$ cat config.mk
export PLATFORM = sky130hd
export DESIGN_NAME = i2c_overwrite_sched
export DESIGN_NICKNAME = d
export VERILOG_FILES = /design/src/rtl/i2c_overwrite_sched_pkg.sv /design/src/rtl/i2c_overwrite_sched_rule_match.sv /design/src/rtl/i2c_overwrite_sched.sv
export SDC_FILE = /design/constraint.sdc
export NUM_CORES = 1
export LEC_CHECK = 0
export ABC_AREA = 1
export CAP_MARGIN = 25
export CORE_MARGIN = 4
export CORE_UTILIZATION = 30
export DETAILED_ROUTE_END_ITERATION = 12
export PLACE_DENSITY_LB_ADDON = 0.25
export SLEW_MARGIN = 10
export SYNTH_ARGS = -nofsm -noshare
export SYNTH_HDL_FRONTEND = slang
export SYNTH_SLANG_ARGS = --single-unit
$ cat constraint.sdc
create_clock -name clk -period 5.85 [get_ports clk]
set_clock_uncertainty 0.1 [all_clocks]
set_input_delay 0.8775 -clock clk [delete_from_list [all_inputs] [get_ports clk]]
set_output_delay 0.8775 -clock clk [all_outputs]
set_load 0.05 [all_outputs]
$ cat src/rtl/i2c_overwrite_sched_pkg.sv
// Shared types and constants for the I2C overwrite rule scheduler.
package i2c_overwrite_sched_pkg;

  // Frame tracking states.
  typedef enum logic [1:0] {
    ST_IDLE  = 2'd0,
    ST_ADDR  = 2'd1,
    ST_PASS  = 2'd2,
    ST_ARMED = 2'd3
  } state_e;

  // Byte framing: eight data bits counted down 8..1, then the ACK slot at 0.
  localparam int BITS_PER_BYTE = 9;
  localparam int ACK_SLOT      = 0;

  // Rule field widths.
  localparam int ADDR_W = 7;
  localparam int BYTE_W = 4;
  localparam int VAL_W  = 8;

  typedef struct packed {
    logic [ADDR_W-1:0] addr;
    logic              rw;
    logic [BYTE_W-1:0] byte_idx;
    logic [VAL_W-1:0]  value;
    logic              en;
    logic              oneshot;
  } rule_t;

endpackage

$ cat src/rtl/i2c_overwrite_sched_rule_match.sv
// Combinational priority match of a captured address/RW byte against the rule table.
module i2c_rule_match
  import i2c_overwrite_sched_pkg::*;
#(
  parameter int NRULES = 4,
  parameter int IDXW   = 2
) (
  input  rule_t [NRULES-1:0] rules_i,
  input  logic  [7:0]        addr_byte_i,
  output logic               hit_o,
  output logic  [IDXW-1:0]   idx_o
);

  logic [NRULES-1:0] cand;

  // Per-rule candidate flags; byte index 0 marks a rule that can never fire.
  for (genvar g = 0; g < NRULES; g++) begin : g_cand
    assign cand[g] = rules_i[g].en
                  && (rules_i[g].addr == addr_byte_i[7:1])
                  && (rules_i[g].rw == addr_byte_i[0])
                  && (rules_i[g].byte_idx != '0);
  end

  // Scan from the top down so the lowest-index candidate is the one left standing.
  always_comb begin
    hit_o = 1'b0;
    idx_o = '0;
    for (int i = NRULES - 1; i >= 0; i--) begin
      if (cand[i]) begin
        hit_o = 1'b1;
        idx_o = IDXW'(i);
      end
    end
  end

endmodule

$ cat src/rtl/i2c_overwrite_sched.sv
// Rule-table scheduler choosing which frame/byte/value the bus-overwrite stage forces.
module i2c_overwrite_sched
  import i2c_overwrite_sched_pkg::*;
#(
  parameter int NRULES = 4,
  parameter int IDXW   = 2,
  parameter int CNTW   = 8
) (
  input  logic            clk,
  input  logic            rst,
  input  logic            i2c_start,
  input  logic            i2c_stop,
  input  logic            i2c_data,
  input  logic            sda,
  input  logic            scl,
  input  logic            cfg_we,
  input  logic [IDXW-1:0] cfg_idx,
  input  logic [6:0]      cfg_addr,
  input  logic            cfg_rw,
  input  logic [3:0]      cfg_byte,
  input  logic [7:0]      cfg_value,
  input  logic            cfg_en,
  input  logic            cfg_oneshot,
  output logic            out_0,
  output logic            out_1,
  output logic            active,
  output logic [IDXW-1:0] hit_idx,
  output logic [CNTW-1:0] hit_cnt,
  output logic            hit
);

  localparam logic [3:0] BIT_TOP = 4'(BITS_PER_BYTE - 1);
  localparam logic [3:0] BIT_ACK = 4'(ACK_SLOT);

  state_e                  state_q;
  logic [3:0]              bitcnt_q, bitcnt_d;
  logic [3:0]              bytecnt_q, bytecnt_d;
  logic [7:0]              addr_q;
  logic [IDXW-1:0]         sel_idx_q;
  logic [BYTE_W-1:0]       sel_byte_q;
  logic [VAL_W-1:0]        sel_val_q;
  rule_t [NRULES-1:0]      rules_q;
  logic [CNTW-1:0]         hit_cnt_q;
  logic                    hit_q, out0_q, out1_q;
  logic                    m_hit;
  logic [IDXW-1:0]         m_idx;
  logic                    frame_evt, ovr_done, en_ovr, drv_bit;
  logic [3:0]              bidx;

  i2c_rule_match #(.NRULES(NRULES), .IDXW(IDXW)) u_match (
    .rules_i    (rules_q),
    .addr_byte_i(addr_q),
    .hit_o      (m_hit),
    .idx_o      (m_idx)
  );

  assign frame_evt = i2c_start | i2c_stop;
  assign ovr_done  = (state_q == ST_ARMED) && i2c_data && !frame_evt
                  && (bitcnt_q == 4'd1) && (bytecnt_q == sel_byte_q);
  assign en_ovr    = (state_q == ST_ARMED) && (bytecnt_q == sel_byte_q) && (bitcnt_q != BIT_ACK);
  assign bidx      = bitcnt_q - 4'd1;
  assign drv_bit   = sel_val_q[bidx[2:0]];

  // Bit/byte framing: start or stop rewinds, each data strobe steps the bit slot.
  always_comb begin
    bitcnt_d  = bitcnt_q;
    bytecnt_d = bytecnt_q;
    if (frame_evt) begin
      bitcnt_d  = BIT_TOP;
      bytecnt_d = '0;
    end else if (i2c_data) begin
      if (bitcnt_q == BIT_ACK) begin
        bitcnt_d = BIT_TOP;
        if (bytecnt_q != 4'hF) bytecnt_d = bytecnt_q + 4'd1;
      end else begin
        bitcnt_d = bitcnt_q - 4'd1;
      end
    end
  end

  // Frame counter registers.
  always_ff @(posedge clk or negedge rst) begin
    if (!rst) begin
      bitcnt_q  <= BIT_TOP;
      bytecnt_q <= '0;
    end else begin
      bitcnt_q  <= bitcnt_d;
      bytecnt_q <= bytecnt_d;
    end
  end

  // Frame FSM: capture address, latch the winning rule, count completed overwrites.
  always_ff @(posedge clk or negedge rst) begin
    if (!rst) begin
      state_q    <= ST_IDLE;
      addr_q     <= '0;
      sel_idx_q  <= '0;
      sel_byte_q <= '0;
      sel_val_q  <= '0;
      hit_cnt_q  <= '0;
      hit_q      <= 1'b0;
    end else begin
      hit_q <= 1'b0;
      if (i2c_start) begin
        state_q <= ST_ADDR;
      end else if (i2c_stop) begin
        state_q <= ST_IDLE;
      end else begin
        unique case (state_q)
          ST_IDLE: ;
          ST_ADDR: begin
            if (i2c_data) begin
              if (bitcnt_q != BIT_ACK) begin
                addr_q <= {addr_q[6:0], sda};
              end else if (m_hit) begin
                sel_idx_q  <= m_idx;
                sel_byte_q <= rules_q[m_idx].byte_idx;
                sel_val_q  <= rules_q[m_idx].value;
                state_q    <= ST_ARMED;
              end else begin
                state_q <= ST_PASS;
              end
            end
          end
          ST_ARMED: begin
            if (ovr_done) begin
              hit_q   <= 1'b1;
              state_q <= ST_PASS;
              if (hit_cnt_q != '1) hit_cnt_q <= hit_cnt_q + CNTW'(1);
            end
          end
          ST_PASS: ;
          default: state_q <= ST_IDLE;
        endcase
      end
    end
  end

  // Rule table; a host write lands after a same-cycle oneshot clear so the write wins.
  always_ff @(posedge clk or negedge rst) begin
    if (!rst) begin
      rules_q <= '0;
    end else begin
      if (ovr_done && rules_q[sel_idx_q].oneshot) rules_q[sel_idx_q].en <= 1'b0;
      if (cfg_we) begin
        rules_q[cfg_idx] <= '{addr: cfg_addr, rw: cfg_rw, byte_idx: cfg_byte,
                              value: cfg_value, en: cfg_en, oneshot: cfg_oneshot};
      end
    end
  end

  // Drive register: cleared on frame boundaries, otherwise only updated while scl is low.
  always_ff @(posedge clk or negedge rst) begin
    if (!rst) begin
      out0_q <= 1'b0;
      out1_q <= 1'b0;
    end else if (frame_evt) begin
      out0_q <= 1'b0;
      out1_q <= 1'b0;
    end else if (!scl) begin
      out0_q <= en_ovr && !drv_bit;
      out1_q <= en_ovr && drv_bit;
    end
  end

  assign out_0   = out0_q;
  assign out_1   = out1_q;
  assign active  = (state_q == ST_ARMED);
  assign hit_idx = sel_idx_q;
  assign hit_cnt = hit_cnt_q;
  assign hit     = hit_q;

endmodule

Word level (Yosys, flattened, before mapping)
Index checks and enable logic that the tools add are counted.
{"block": "word_totals", "regBits": 131, "latch_bits": 0, "ram_bits": 0, "mem_bits_ro": 0, "inputBits": 32, "word_cells": 150, "n_memories": 0}
{"block": "classes", "n_addsub": 3, "mul": 0, "n_div": 0, "magnitude_cmp": 6, "n_eq_ne": 18, "n_shift": 0, "n_mux": 44, "n_bitwise": 4, "n_reduce_logical": 40}
{"op": "88-bit bitwise mux", "count": 2}
{"op": "88-bit two-way mux", "count": 2}
{"op": "22-bit binary-select mux with 2-bit select", "count": 2}
{"op": "22-bit demux with 2-bit select", "count": 2}
{"op": "7-bit equality test", "count": 4}
{"op": "4-bit two-way mux", "count": 7}
{"op": "4-bit nonzero test", "count": 6}
{"op": "1-bit logical AND", "count": 23}
{"op": "22-bit two-way mux", "count": 1}
{"op": "2-bit two-way mux", "count": 10}
{"op": "1-bit two-way mux", "count": 15}
{"op": "14-bit two-way mux", "count": 1}
{"op": "4-bit inequality test (second input constant)", "count": 3}
{"op": "5-bit AND reduction", "count": 2}
{"op": "2-bit by 3-bit less-than comparator with 1-bit output (second input constant)", "count": 3}
{"op": "8-bit by 1-bit adder with 8-bit output (second input constant)", "count": 1}
{"op": "8-bit inequality test (second input constant)", "count": 1}
{"op": "6-bit AND reduction", "count": 1}
{"op": "2-bit nonzero test", "count": 3}
{"op": "4-bit by 1-bit adder with 4-bit output (second input constant)", "count": 1}
{"op": "1-bit equality test", "count": 4}
{"op": "4-bit by 1-bit equality test with 1-bit output (second input constant)", "count": 1}
{"op": "4-bit equality test", "count": 1}
{"op": "2-bit by 1-bit greater-or-equal comparator with 1-bit output (second input constant)", "count": 2}
{"op": "14 further kinds", "count": 17}

Longest topological paths before layout
Gate-level depths: netlist of the first run.
{"block": "depth", "word_depth": 14, "ltp_mapped": 16, "ltp_nobuf": 15}

By module
A second synthesis of the first run with hierarchy kept.
{"block": "hier_totals", "hier_cells": 845, "area_unflattened_um2": 6542.5}
{"mod": "i2c_overwrite_sched", "instances": 1, "cells_per_inst": 698, "area_per_inst_um2": 5913.2}
{"mod": "i2c_rule_match", "instances": 1, "cells_per_inst": 147, "area_per_inst_um2": 629.4}

Worst setup path before layout of the first run
No wires, ideal clock.
{"block": "synth_path", "path_kind": "input to register", "start": "input port i2c_stop", "end": "register hit_cnt_q[1], in the netlist hit_cnt[1]", "setup_time_ns": 0.125, "arrival_time_ns": 2.077, "t_required_ns": 5.625, "setup_slack_ns": 3.548, "path_stages": 7, "n_path_buf": 1, "cell_sequence": "or2_1 buf_2 nor4_2 inv_1 nor2_4 nand2_2 mux2_2"}
{"block": "synth_via", "elab_chain_cells": 6, "elab_cells_between_ends": 7, "cone_classes": "2 x bitwise; 5 x reduce/logical"}
{"item": "start, declared", "line_no": "i2c_overwrite_sched.sv:12", "text": "input logic i2c_stop,"}
{"item": "1-bit OR", "line_no": "i2c_overwrite_sched.sv:57", "text": "assign frame_evt = i2c_start | i2c_stop;"}
{"item": "1-bit logical NOT", "line_no": "i2c_overwrite_sched.sv:58", "text": "assign ovr_done = (state_q == ST_ARMED) && i2c_data && !frame_evt"}
{"item": "1-bit logical AND", "line_no": "i2c_overwrite_sched.sv:58"}
{"item": "1-bit logical AND (2 in a row)", "line_no": "i2c_overwrite_sched.sv:59", "text": "&& (bitcnt_q == 4'd1) && (bytecnt_q == sel_byte_q);"}
{"item": "5-bit AND reduction (no source line) (*)"}
{"item": "end signal, assigned", "line_no": "i2c_overwrite_sched.sv:129", "text": "if (hit_cnt_q != '1) hit_cnt_q <= hit_cnt_q + CNTW'(1);"}
{"item": "end, declared", "line_no": "i2c_overwrite_sched.sv:43", "text": "logic [CNTW-1:0] hit_cnt_q;"}
Mark *: on every way between the ends. The rest lies on a longest branch, timed or not.
A chain may end at the register's enable or synchronous reset.

Final worst setup path of the first run
{"block": "layout_path", "start": "register addr_q[4]", "end": "register sel_byte_q[0]"}
{"block": "layout_via", "elab_chain_cells": 10, "elab_cells_between_ends": 27, "cone_classes": "4 x eq/ne; 10 x mux; 13 x reduce/logical"}
{"item": "start, declared", "line_no": "i2c_overwrite_sched.sv:38", "text": "logic [7:0] addr_q;"}
{"item": "start signal, assigned", "line_no": "i2c_overwrite_sched.sv:114", "text": "addr_q <= {addr_q[6:0], sda};"}
{"item": "7-bit equality test", "line_no": "i2c_overwrite_sched_rule_match.sv:19", "text": "&& (rules_i[g].addr == addr_byte_i[7:1])"}
{"item": "1-bit logical AND", "line_no": "i2c_overwrite_sched_rule_match.sv:19"}
{"item": "1-bit logical AND", "line_no": "i2c_overwrite_sched_rule_match.sv:20", "text": "&& (rules_i[g].rw == addr_byte_i[0])"}
{"item": "1-bit logical AND", "line_no": "i2c_overwrite_sched_rule_match.sv:21", "text": "&& (rules_i[g].byte_idx != '0);"}
{"item": "2-bit two-way mux (4 in a row)", "line_no": "i2c_overwrite_sched_rule_match.sv:29", "text": "if (cand[i]) begin"}
{"item": "22-bit binary-select mux with 2-bit select", "line_no": "i2c_overwrite_sched.sv:117", "text": "sel_byte_q <= rules_q[m_idx].byte_idx;"}
{"item": "14-bit two-way mux"}
{"item": "end signal, assigned", "line_no": "i2c_overwrite_sched.sv:117"}
{"item": "end, declared", "line_no": "i2c_overwrite_sched.sv:40", "text": "logic [BYTE_W-1:0] sel_byte_q;"}
Parallel ways exist; a longest one is shown, timed or not. The select of a mux whose other input is x is not followed.

==> impl_metrics.tcl, run 1 <==
set metrics [dict create \
    status "complete, no violations" \
    p_per_area_nw_per_um2 347 \
    arrival_ns 3.08 \
    cts_tree "done" \
    first_pass_iters 6 \
    synth_edf_count 0 \
    worst_pin_slew_ns 0.782 \
    dp_hpwl_mm 11.7 \
    mappedNetlistNets 912 \
    slew_violations 0 \
    layout.nets 953 \
    syn_area_per_cell_um2 7.66 \
    yosys-top-cells-area "dfrtp_1, nand2_1, o21ai_0, inv_1, nand3_1" \
    drc 0 \
    p_clk_share_pct 39.3 \
    cts.hold.buffers_added 0 \
    htree_levels 4 \
    routedWlPerCell_um 14.1 \
    fillers 2302 \
    crit_path_end_kind "register" \
    async_reset_ff_share_pct 100 \
    cap_violations 0 \
    initial_core_util_pct 30.6 \
    vias_per_cell 4.55 \
    max-slew-margin-rel_pct 47.9 \
    path_clk_slew_ns 0.06 \
    boundaryPins 46 \
    antennaDiodeCount 0 \
    track_usage_pct 14.6 \
    fin_ws_ns 2.98 \
    grt_max_degree 73 \
    synth_top_area_share_pct 48.5 \
    crit_type "register to register" \
    synth.yosys.warnings 0 \
    syn2layout_area_growth_pct 19.2 \
    dp_worst_setup_slack_ns 2.91 \
    p_switching_uw 839 \
    clock_sinks 131 \
    finalCritPeriodShare_pct 49.1 \
    netlist_area_um2 6710 \
    portBuffers 45 \
    ant_nets 0 \
    synthTopCellsByCount "nand2_1, dfrtp_1, inv_1" \
    die_area_um2 24800 \
    clock_latency_ns 0.42 \
    cts_root_buffer "clkbuf_16" \
    critPathMaxFanout 26 \
    hold_viol_final 0 \
    drt-total-wl_mm 17.0 \
    cp-start-kind "register" \
    hp-class "input port to async pin" \
    synth_cell_types 45 \
    synth_top_area_cell "dfrtp_1" \
    power_frac_seq_pct 41.5 \
    swShare_pct 30.2 \
    grt_pass1_wl_mm 28.5 \
    hold_slack_ns 0.366 \
    grt_pass1_vias 5330 \
    ir_worst_vdd_v 0.000157 \
    layout_min_cycle_time_ns 2.87 \
    cts_made_buffers 17 \
    synthCells 876 \
    leakage_uw 0.00403 \
    overflow 0 \
    yosysMostFrequentCell "nand2_1" \
    intPower_uw 1940 \
    final-setup-viol-count 0 \
    antenna_found_initial 0 \
    die_h_um 158 \
    drive_gt1_share_pct 7.96 \
    cts.path.max_buffers 2 \
    fmax_mhz 348 \
    die_x_um 158 \
    core_um2 21900 \
    finalWeightedCongestion 0.823 \
    row_count 54 \
    cp.required_ns 6.06 \
    setup-tns-final_ns 0 \
    post-cts-setup-buffers 0 \
    vias 5507 \
    comb_power_share_pct 19.2 \
    grt_setup_unrepaired "false" \
    drt_iter0_markers 312 \
    ys_seq_area_share_pct 48.9 \
    synth.ff_latch_count 131 \
    cts_resized 0 \
    synth_top_flop_cell "dfrtp_1" \
]
==> registers in the layout, summed over array words and instances, names as in the netlist, 2 cells and up <==
name / cells
bitcnt_q: 4
hit_cnt: 8
bytecnt_q: 4
sel_byte_q: 4
state_q: 2
sel_val_q: 8
rules_q: 88
hit_idx: 2
addr_q: 8
==> metrics by stage <==
stage	cell area, um^2	util [%]	total power [uW]	std cells
global placement	7390	33.8	1690	1178
floorplan	6710	-	1520	876
detailed placement	7390	33.8	1700	1178
global route	8000	36.5	2960	1210
finish	8000	36.5	2770	1210
CTS	8000	36.5	2800	1210
==> area by class of cell <==
type	count	area, um^2	area share (%)
multi-input cells	588	2790	34.9
well taps	280	350	4.38
clock buffers	23	478	5.98
flip-flops and latches	131	3280	41.0
inverters	129	484	6.06
clock inverters	9	128	1.60
repair buffers	50	489	6.12
==> cells by family (layout without fill, tap and decap cells) <==
logic type	Yosys count	after routing	share of synthesized area (%)
flops	131	131	48.9
xor+xnor	13	13	1.70
mux	3	3	0.485
simple gates	444	444	29.0
compound gates	124	124	9.61
fa+ha+maj	4	4	0.746
buf+inv	157	211	9.53
==> worst max-delay path, stage by stage (launching register included) <==
cell	delay [ns]
dfrtp_1	0.45
inv_2	0.14
nand2_1	0.09
nand2_1	0.08
nor3_2	0.26
nand3_2	0.58
nand2_2	0.67
nand2_1	0.12
nand3_1	0.09
nand2_1	0.05
nand2_1	0.06
nand2_1	0.05
==> layer usage <==
metal	vias to the layer above	global-route usage, %	share of wire [%]	wire length (um)
met1	2541	21.7	51	8650
li1	2845	-	-	-
met2	105	21.4	44	7420
met3	16	3.05	4.3	736
met5	-	0	0	0
met4	0	4.38	1.4	234
==> placed cells by master (no fill, tap or decap), types with 6 or more instances in the layout <==
master / instances
dfrtp_1: 130
nand3_1: 64
xor2_1: 9
nand2_2: 6
nor3_1: 6
clkbuf_16: 17
nand4_1: 11
inv_1: 117
clkdlybuf4s50_1: 44
a21oi_1: 6
nor2_1: 54
nand3_2: 11
inv_2: 10
o21ai_1: 7
o21ai_0: 101
nand2_1: 272
==> power by group through the flow <==
| stage | logic (uW) | clock network [uW] | registers (uW) |
|---|---|---|---|
| 2_1_floorplan | 395 | 0 | 1130 |
| 3_3_place_gp | 530 | 0 | 1160 |
| 3_5_place_dp | 535 | 0 | 1160 |
| 4_1_cts | 539 | 1110 | 1150 |
| 5_1_grt | 631 | 1160 | 1170 |
| 6_report | 534 | 1090 | 1150 |
==> worst paths after layout <==
check | slack [ns] | endpoint | cells after the start | startpoint
min in group clk | 0.38 | rules_q[28] | 2 | rules_q[28]
worst max register to register | 2.98 | sel_byte_q[0] | 11 | addr_q[4]
worst max-delay path | 2.98 | sel_byte_q[0] | 11 | addr_q[4]
worst min register to register | 0.38 | rules_q[28] | 2 | rules_q[28]
worst min-delay path | 0.37 | rules_q[63] | 1 | rst
max in group asynchronous | 4.00 | sel_val_q[5] | 2 | rst
No activity file was read; power rests on OpenSTA's default activity.
==> run 2, diff against run 1 <==
==> constraint.sdc (replaced) <==
create_clock -name clk -period 2.73 [get_ports clk]
set_clock_uncertainty 0.1 [all_clocks]
set_input_delay 0.4095 -clock clk [delete_from_list [all_inputs] [get_ports clk]]
set_output_delay 0.4095 -clock clk [all_outputs]
set_load 0.05 [all_outputs]
==> run 2 against run 1 <==
Effect of this change: register-to-register slack worse by 2.5 ns; flip-flop and latch count unchanged; first-iteration DRC count grew 9.0%; power increased by 120%; wire length decreased by 1.9%; sequential power increased by 110%; setup slack got worse by 2.6 ns; sequential share of layout area decreased by 0.52 points; count of clock-buffer cells in the layout shrank 3; largest cell class unchanged; largest power group unchanged.
==> impl_metrics.tcl, run 2 (synthesis gave the netlist of run 1 again) <==
set metrics [dict create \
    place_area_um2 7470 \
    grt_max_degree 58 \
    dpl.cell_count 1185 \
    hold_slack_ns 0.379 \
    fmax_mhz 423 \
    vias 5450 \
    leakage_uw 0.00409 \
    r2r-end "sel_val_q[6]" \
    htree_levels 4 \
    drt_iter0_markers 340 \
    core_um2 21900 \
    clock_latency_ns 0.42 \
    min_from "rules_q[24]" \
    crit_type "register to output port" \
    first_pass_iters 5 \
    hold_viol_final 0 \
    cts.hold.buffers_added 1 \
    cts_made_buffers 17 \
    finalCritPeriodShare_pct 86.6 \
    hold_path_depth 2 \
    dp_hpwl_mm 11.7 \
    initial_core_util_pct 30.6 \
    rr_startpoint "addr_q[3]" \
    crit_path_end_kind "output port" \
    die_h_um 158 \
    arrival_ns 1.85 \
    overflow 0 \
    design_area_um2 8100 \
    layout_min_cycle_time_ns 2.36 \
    cts_tree "done" \
    antennaDiodeCount 0 \
    layout.nets 961 \
    drive_gt1_share_pct 8.96 \
    setup-tns-final_ns 0 \
    cap_violations 0 \
    track_usage_pct 14.4 \
    cp_cell_sequence "nand2_1 > inv_1 > clkdlybuf4s50_1" \
    grt_setup_unrepaired "false" \
    boundaryPins 46 \
    critPathMaxFanout 3 \
    final_common_cell "nand2_1" \
    status "complete, no violations" \
    cts_root_buffer "clkbuf_16" \
    routedWlPerCell_um 13.7 \
    p_per_area_nw_per_um2 742 \
    cp.required_ns 2.22 \
    cp_slowest_cell "clkdlybuf4s50_1" \
    crit_family "buffers and inverters" \
    grt_pass1_wl_mm 28.2 \
    slowest_delay_ns 0.83 \
    worst_pin_slew_ns 0.548 \
    die_area_um2 24800 \
    antenna_found_initial 0 \
    r2r_setup_slack_ns 0.52 \
    max-slew-margin-rel_pct 63.5 \
    postLayoutCoreUtil_pct 37.0 \
    cp-start-kind "register" \
    die_x_um 158 \
    portBuffers 45 \
    grt_pass1_vias 5444 \
    clock_sinks 131 \
    row_count 54 \
    hp-class "register to register" \
    ir_worst_vdd_v 0.000380 \
    finalWeightedCongestion 0.834 \
    final-setup-viol-count 0 \
    final_cell_mix "nand2_1, dfrtp_1, inv_1, o21ai_0, nand3_1" \
    syn2layout_area_growth_pct 20.8 \
    post-cts-setup-buffers 0 \
    drt-total-wl_mm 16.7 \
    ant_nets 0 \
    vias_per_cell 4.47 \
    critPathBufInv 2 \
    cts_resized 0 \
    slew_violations 0 \
    hold_path_end "rules_q[24]" \
    drc 0 \
    cts.path.max_buffers 2 \
    final_cells 1218 \
    largest_reg_flops 88 \
    path_clk_slew_ns 0.06 \
    largest_register "rules_q" \
    reg2regPathDepth 15 \
]
[run 2: worst max path at each step]
stage                     depth (start not counted)    endpoint  slack (ns)  startpoint
after global placement                            7  hit_cnt[1]        0.26    i2c_stop
after floorplan                                   6  hit_cnt[1]        0.81  hit_cnt[0]
after detailed placement                          7  hit_cnt[7]        0.26    i2c_stop
after global routing                              3      active        0.27  state_q[1]
final                                             3      active        0.37  state_q[0]
after CTS                                         3      active        0.34  state_q[0]
[run 2: worst min-delay path, stage by stage (launching register included)]
cell,delay [ns]
dfrtp_1,0.33
nand2_1,0.05
o21ai_0,0.06
[run 2: through the flow]
step / total power [uW] / setup slack [ns]
finish: 6010 / 0.366
global route: 6390 / 0.268
CTS: 6070 / 0.338
detailed placement: 3660 / 0.264
global placement: 3640 / 0.264
floorplan: 3260 / 0.808
[run 2: final cells by class]
class / instances / area (um^2)
Sequential cell: 131 / 3280
Fill cell: 2336 / 13800
Tap cell: 280 / 350
Multi-Input combinational cell: 588 / 2790
Timing Repair Buffer: 58 / 577
Inverter: 129 / 484
Clock buffer: 20 / 467
Clock inverter: 12 / 154
[run 2: where the power goes]
part	internal [uW]	total (uW)	switching, uW
combinational	436	1180	739
clock	1510	2380	875
sequential	2220	2450	228
[run 2: routing by layer]
layer / GRT usage [%] / routed length [um] / share of wire [%] / vias up
li1: - / - / - / 2855
met1: 21.0 / 8740 / 52 / 2507
met2: 22.1 / 7280 / 44 / 74
met3: 2.91 / 530 / 3.2 / 14
met4: 3.69 / 168 / 1.0 / 0
met5: 0 / 0 / 0 / -
==> variant 1: new RTL, flow settings as in run 1 <==
Add an input register stage for `cfg_byte`; this delays it by one clock. The other inputs are not delayed to match.
--- a/src/rtl/i2c_overwrite_sched.sv
+++ b/src/rtl/i2c_overwrite_sched.sv
@@ -33,2 +33,8 @@
   localparam logic [3:0] BIT_ACK = 4'(ACK_SLOT);
+
+  logic [3:0] cfg_byte_q;
+
+  always_ff @(posedge clk) begin
+    cfg_byte_q <= cfg_byte;
+  end
 
@@ -145,3 +151,3 @@
       if (cfg_we) begin
-        rules_q[cfg_idx] <= '{addr: cfg_addr, rw: cfg_rw, byte_idx: cfg_byte,
+        rules_q[cfg_idx] <= '{addr: cfg_addr, rw: cfg_rw, byte_idx: cfg_byte_q,
                               value: cfg_value, en: cfg_en, oneshot: cfg_oneshot};
Formal check against the unedited RTL: same outputs for any inputs over 10 cycles, from zero or initial values and one cycle with rst low; that may be too few to reach the edited logic, so the function may still have changed.
==> variant 1 against run 1 <==
Critical path depth decreased by 10; global-route usage fell by 0.45 points; worst setup slack improved by 0.11 ns; total power grew 4.4%; sequential cell count rose by 4; core utilization increased by 0.28 points; combinational power is 4.7% higher; largest cell class unchanged; synthesized area rose by 0.69%; routed wire length decreased by 2.8%; cell area is 1.1% higher.
==> variant 1: results (changes against run 1) <==
[drt]
drtIter0Drc = 335  ; +7.4%
avgViaCountPerCell = 4.55  ; about the same
dr.pass1.iters = 5  ; -1
wl_um = 16600  ; -2.8%

[critical_path]
reg2reg_from = addr_q[3]
critPathTopFamily = buffers and inverters
cp_slowest_cell = clkdlybuf4s50_1
cp-endpoint = hit_idx[0]
cp_max_fo = 8  ; -69%
cp-startpoint = hit_idx[0]
critPathMaxStageDelay_ns = 0.86  ; +0.19 ns
arrival_ns = 1.79  ; -1.29 ns
reg2reg_slack_ns = 3.45  ; +0.47 ns

[run_status]
outcome = finished, final reports clean

[min_path]
holdPathEnd = rules_q[35]
hold_class = flip-flop to flip-flop

[finish]
regMostFlops = rules_q
fin_cells = 1221  ; +0.91%
layout.nets = 965  ; +1.3%
fill_cells = 2276  ; -1.1%
drive_gt1_share_pct = 6.38  ; -1.6 points

[placed_design]
hpwl_um = 11200  ; -4.0%
gp_congestion = 0.799  ; -2.9%

[synthesis]
syn_nets = 925  ; +1.4%
synthArstFlopShare_pct = 97.0  ; -3.0 points
synth_area_leaders = dfrtp_1, nand2_1, o21ai_0
syn_avg_cell_area_um2 = 7.60  ; -0.67%
yosysUniqueCellTypes = 40  ; -11%
ys_seq_area_share_pct = 49.7  ; +0.85 points

[pwr]
p_leak_nw = 4.08  ; +1.2%
p_switching_mw = 0.896  ; +6.8%
ir_worst_vdd_mv = 0.169  ; +7.8%

[grt]
grt_max_degree = 79  ; +8.2%
track_usage_pct = 14.2  ; -0.45 points
grt_pass1_vias = 5451  ; +2.3%
grt_pass1_wl_um = 27900  ; -2.1%

[sta]
worstMarginPinSlew_ns = 0.726  ; -0.0553 ns

[cts]
htreeDepth = 4  ; unchanged

-- variant 1: cells by family after synthesis --
| family | Yosys count | synth area share [%] |
|---|---|---|
| XOR/XNOR | 19 | 2.46 |
| buffers and inverters | 155 | 9.19 |
| AND/OR/NAND/NOR | 446 | 27.6 |
| AO/OA/AOI/OAI | 127 | 9.88 |
| multiplexers | 1 | 0.167 |
| adder cells (fa/ha/maj) | 5 | 0.926 |
| flip-flops | 135 | 49.7 |
-- variant 1: final cells by class --
class / count / share of cell area, %
sequential: 135 / 41.6
clock buffer: 18 / 5.43
timing repair buffer: 50 / 6.05
multi-input combinational: 598 / 34.3
inverter: 126 / 5.85
clock inverter: 14 / 2.46
tap: 280 / 4.33
-- variant 1: power groups by stage --
| stage | Combinational (mW) | Clock [mW] | Sequential [mW] |
|---|---|---|---|
| floorplan | 0.428 | 0 | 1.15 |
| global placement | 0.556 | 0 | 1.19 |
| detailed placement | 0.563 | 0 | 1.19 |
| CTS | 0.567 | 1.18 | 1.18 |
| global route | 0.661 | 1.23 | 1.20 |
| finish | 0.559 | 1.16 | 1.18 |
-- variant 1: metrics by stage --
step	setup WS [ns]	util [%]	cell area (um^2)	hold WS, ns
global route	3.02	36.8	8080	0.402
detailed placement	2.92	33.9	7440	0.373
CTS	3.06	36.8	8080	0.388
finish	3.09	36.8	8080	0.382
floorplan	3.65	-	6750	0.344
global placement	2.94	33.9	7440	0.366
-- variant 1: per-layer routing --
layer	routed length, um	global-route usage (%)
met1	8430	19.8
met2	7310	22.0
met3	570	3.20
met4	257	4.43
met5	0	0
==> variant 2: new RTL, config.mk and constraints of run 1 <==
Made on the original files. `NRULES` is set to 4 in 2 places; all go to 5.
--- a/src/rtl/i2c_overwrite_sched_rule_match.sv
+++ b/src/rtl/i2c_overwrite_sched_rule_match.sv
@@ -4,3 +4,3 @@
 #(
-  parameter int NRULES = 4,
+  parameter int NRULES = 5,
   parameter int IDXW   = 2
--- a/src/rtl/i2c_overwrite_sched.sv
+++ b/src/rtl/i2c_overwrite_sched.sv
@@ -4,3 +4,3 @@
 #(
-  parameter int NRULES = 4,
+  parameter int NRULES = 5,
   parameter int IDXW   = 2,
Behaviour: same outputs for any inputs over 4 cycles, from zero or initial values and one cycle with rst low; that may be too few to reach the edited logic, so the function may still have changed.
==> variant 2 against run 1 <==
Total power is 2.0% lower; first-iteration DRC count is 7.7% higher; sequential cell count stayed put; cell area is 1.3% lower; routed wire length is 6.8% lower; worst setup slack better by 0.12 ns; synthesized area is 2.3% lower.
==> variant 2: results (changes against run 1) <==
[run_status]
outcome = finished, final reports clean

[synthesis]
synth_area_leaders = dfrtp_1, nand2_1, o21ai_0
yosysUniqueCellTypes = 39  ; -13%
syn_nets = 884  ; -3.1%
synth_compound_area_share_pct = 9.76  ; +0.15 points
synthXorXnorAreaFrac_pct = 2.67  ; +0.98 points

[finish]
multiInputGateArea_um2 = 2670  ; -4.3%
layout.nets = 924  ; -3.0%
fill_cells = 2215  ; -3.8%
nClkBuffers = 22  ; -4.3%
inv_count = 123  ; -4.7%
multiInputCombCellCount = 564  ; -4.1%
sh_seq_area_pct = 41.5  ; +0.52 points

[critical_path]
r2r_cells = 13  ; +2
cp-endpoint = hit_idx[1]
cp-startpoint = hit_idx[1]
reg2reg_slack_ns = 3.33  ; +0.35 ns
worstPathRequired_ns = 4.87  ; -1.19 ns
cp_max_fo = 8  ; -69%
critPathTopFamily = buffers and inverters
critPathMaxStageDelay_ns = 0.89  ; +0.22 ns
r2r_end = sel_val_q[5]

[placed_design]
gp_congestion = 0.785  ; -4.5%
place_area_um2 = 7240  ; -2.1%
hpwl_um = 10800  ; -7.4%

[pwr]
switching_share_pct = 29.2  ; -1.1 points
p_leak_nw = 3.92  ; -2.8%
clkPwrFrac_pct = 41.4  ; +2.1 points
combPwrFrac_pct = 17.3  ; -1.9 points
ir_worst_vdd_mv = 0.192  ; +22%

[grt]
track_usage_pct = 13.6  ; -1.0 points
met1_usage_pct = 19.3  ; -2.4 points
grt_pass1_wl_um = 26200  ; -8.1%
met3_usage_pct = 3.33  ; +0.28 points
grt_pass1_vias = 5057  ; -5.1%
met2_usage_pct = 20.8  ; -0.59 points

[drt]
met1Wirelength_um = 8070  ; -6.6%
wl_met3_um = 633  ; -14%
avgViaCountPerCell = 4.52  ; -0.70%
drt-wirelength-per-cell_um = 13.5  ; -4.1%

[variant 2: changes by cell type after synthesis, sizes merged, moves of 3 or more]
cell / before / now
inv: 127 / 123
nand2: 279 / 270
nand3: 75 / 71
nand3b: 5 / 1
nor2: 57 / 48
or2: 5 / 2
xnor2: 4 / 13
[variant 2: through the flow]
stage                     hold WS, ns  util (%)  total power, mW  worst slack, ns  std cells
final                           0.138      37.2             2.72             3.10       1176
after global routing            0.119      37.2             2.88             3.02       1176
after detailed placement        0.364      34.1             1.61             2.91       1143
after CTS                       0.121      37.1             2.75             3.08       1175
after floorplan                 0.344         -             1.45             3.60        848
after global placement          0.362      34.1             1.61             2.95       1143
[variant 2: kinds of logic after synthesis]
kind of cell / count (synthesis)
and+or+nand+nor: 417
buffers and inverters: 153
DFF: 131
AOI/OAI and AO/OA: 122
xor gates and xnor gates: 20
adders and majority gates: 4
muxes: 1
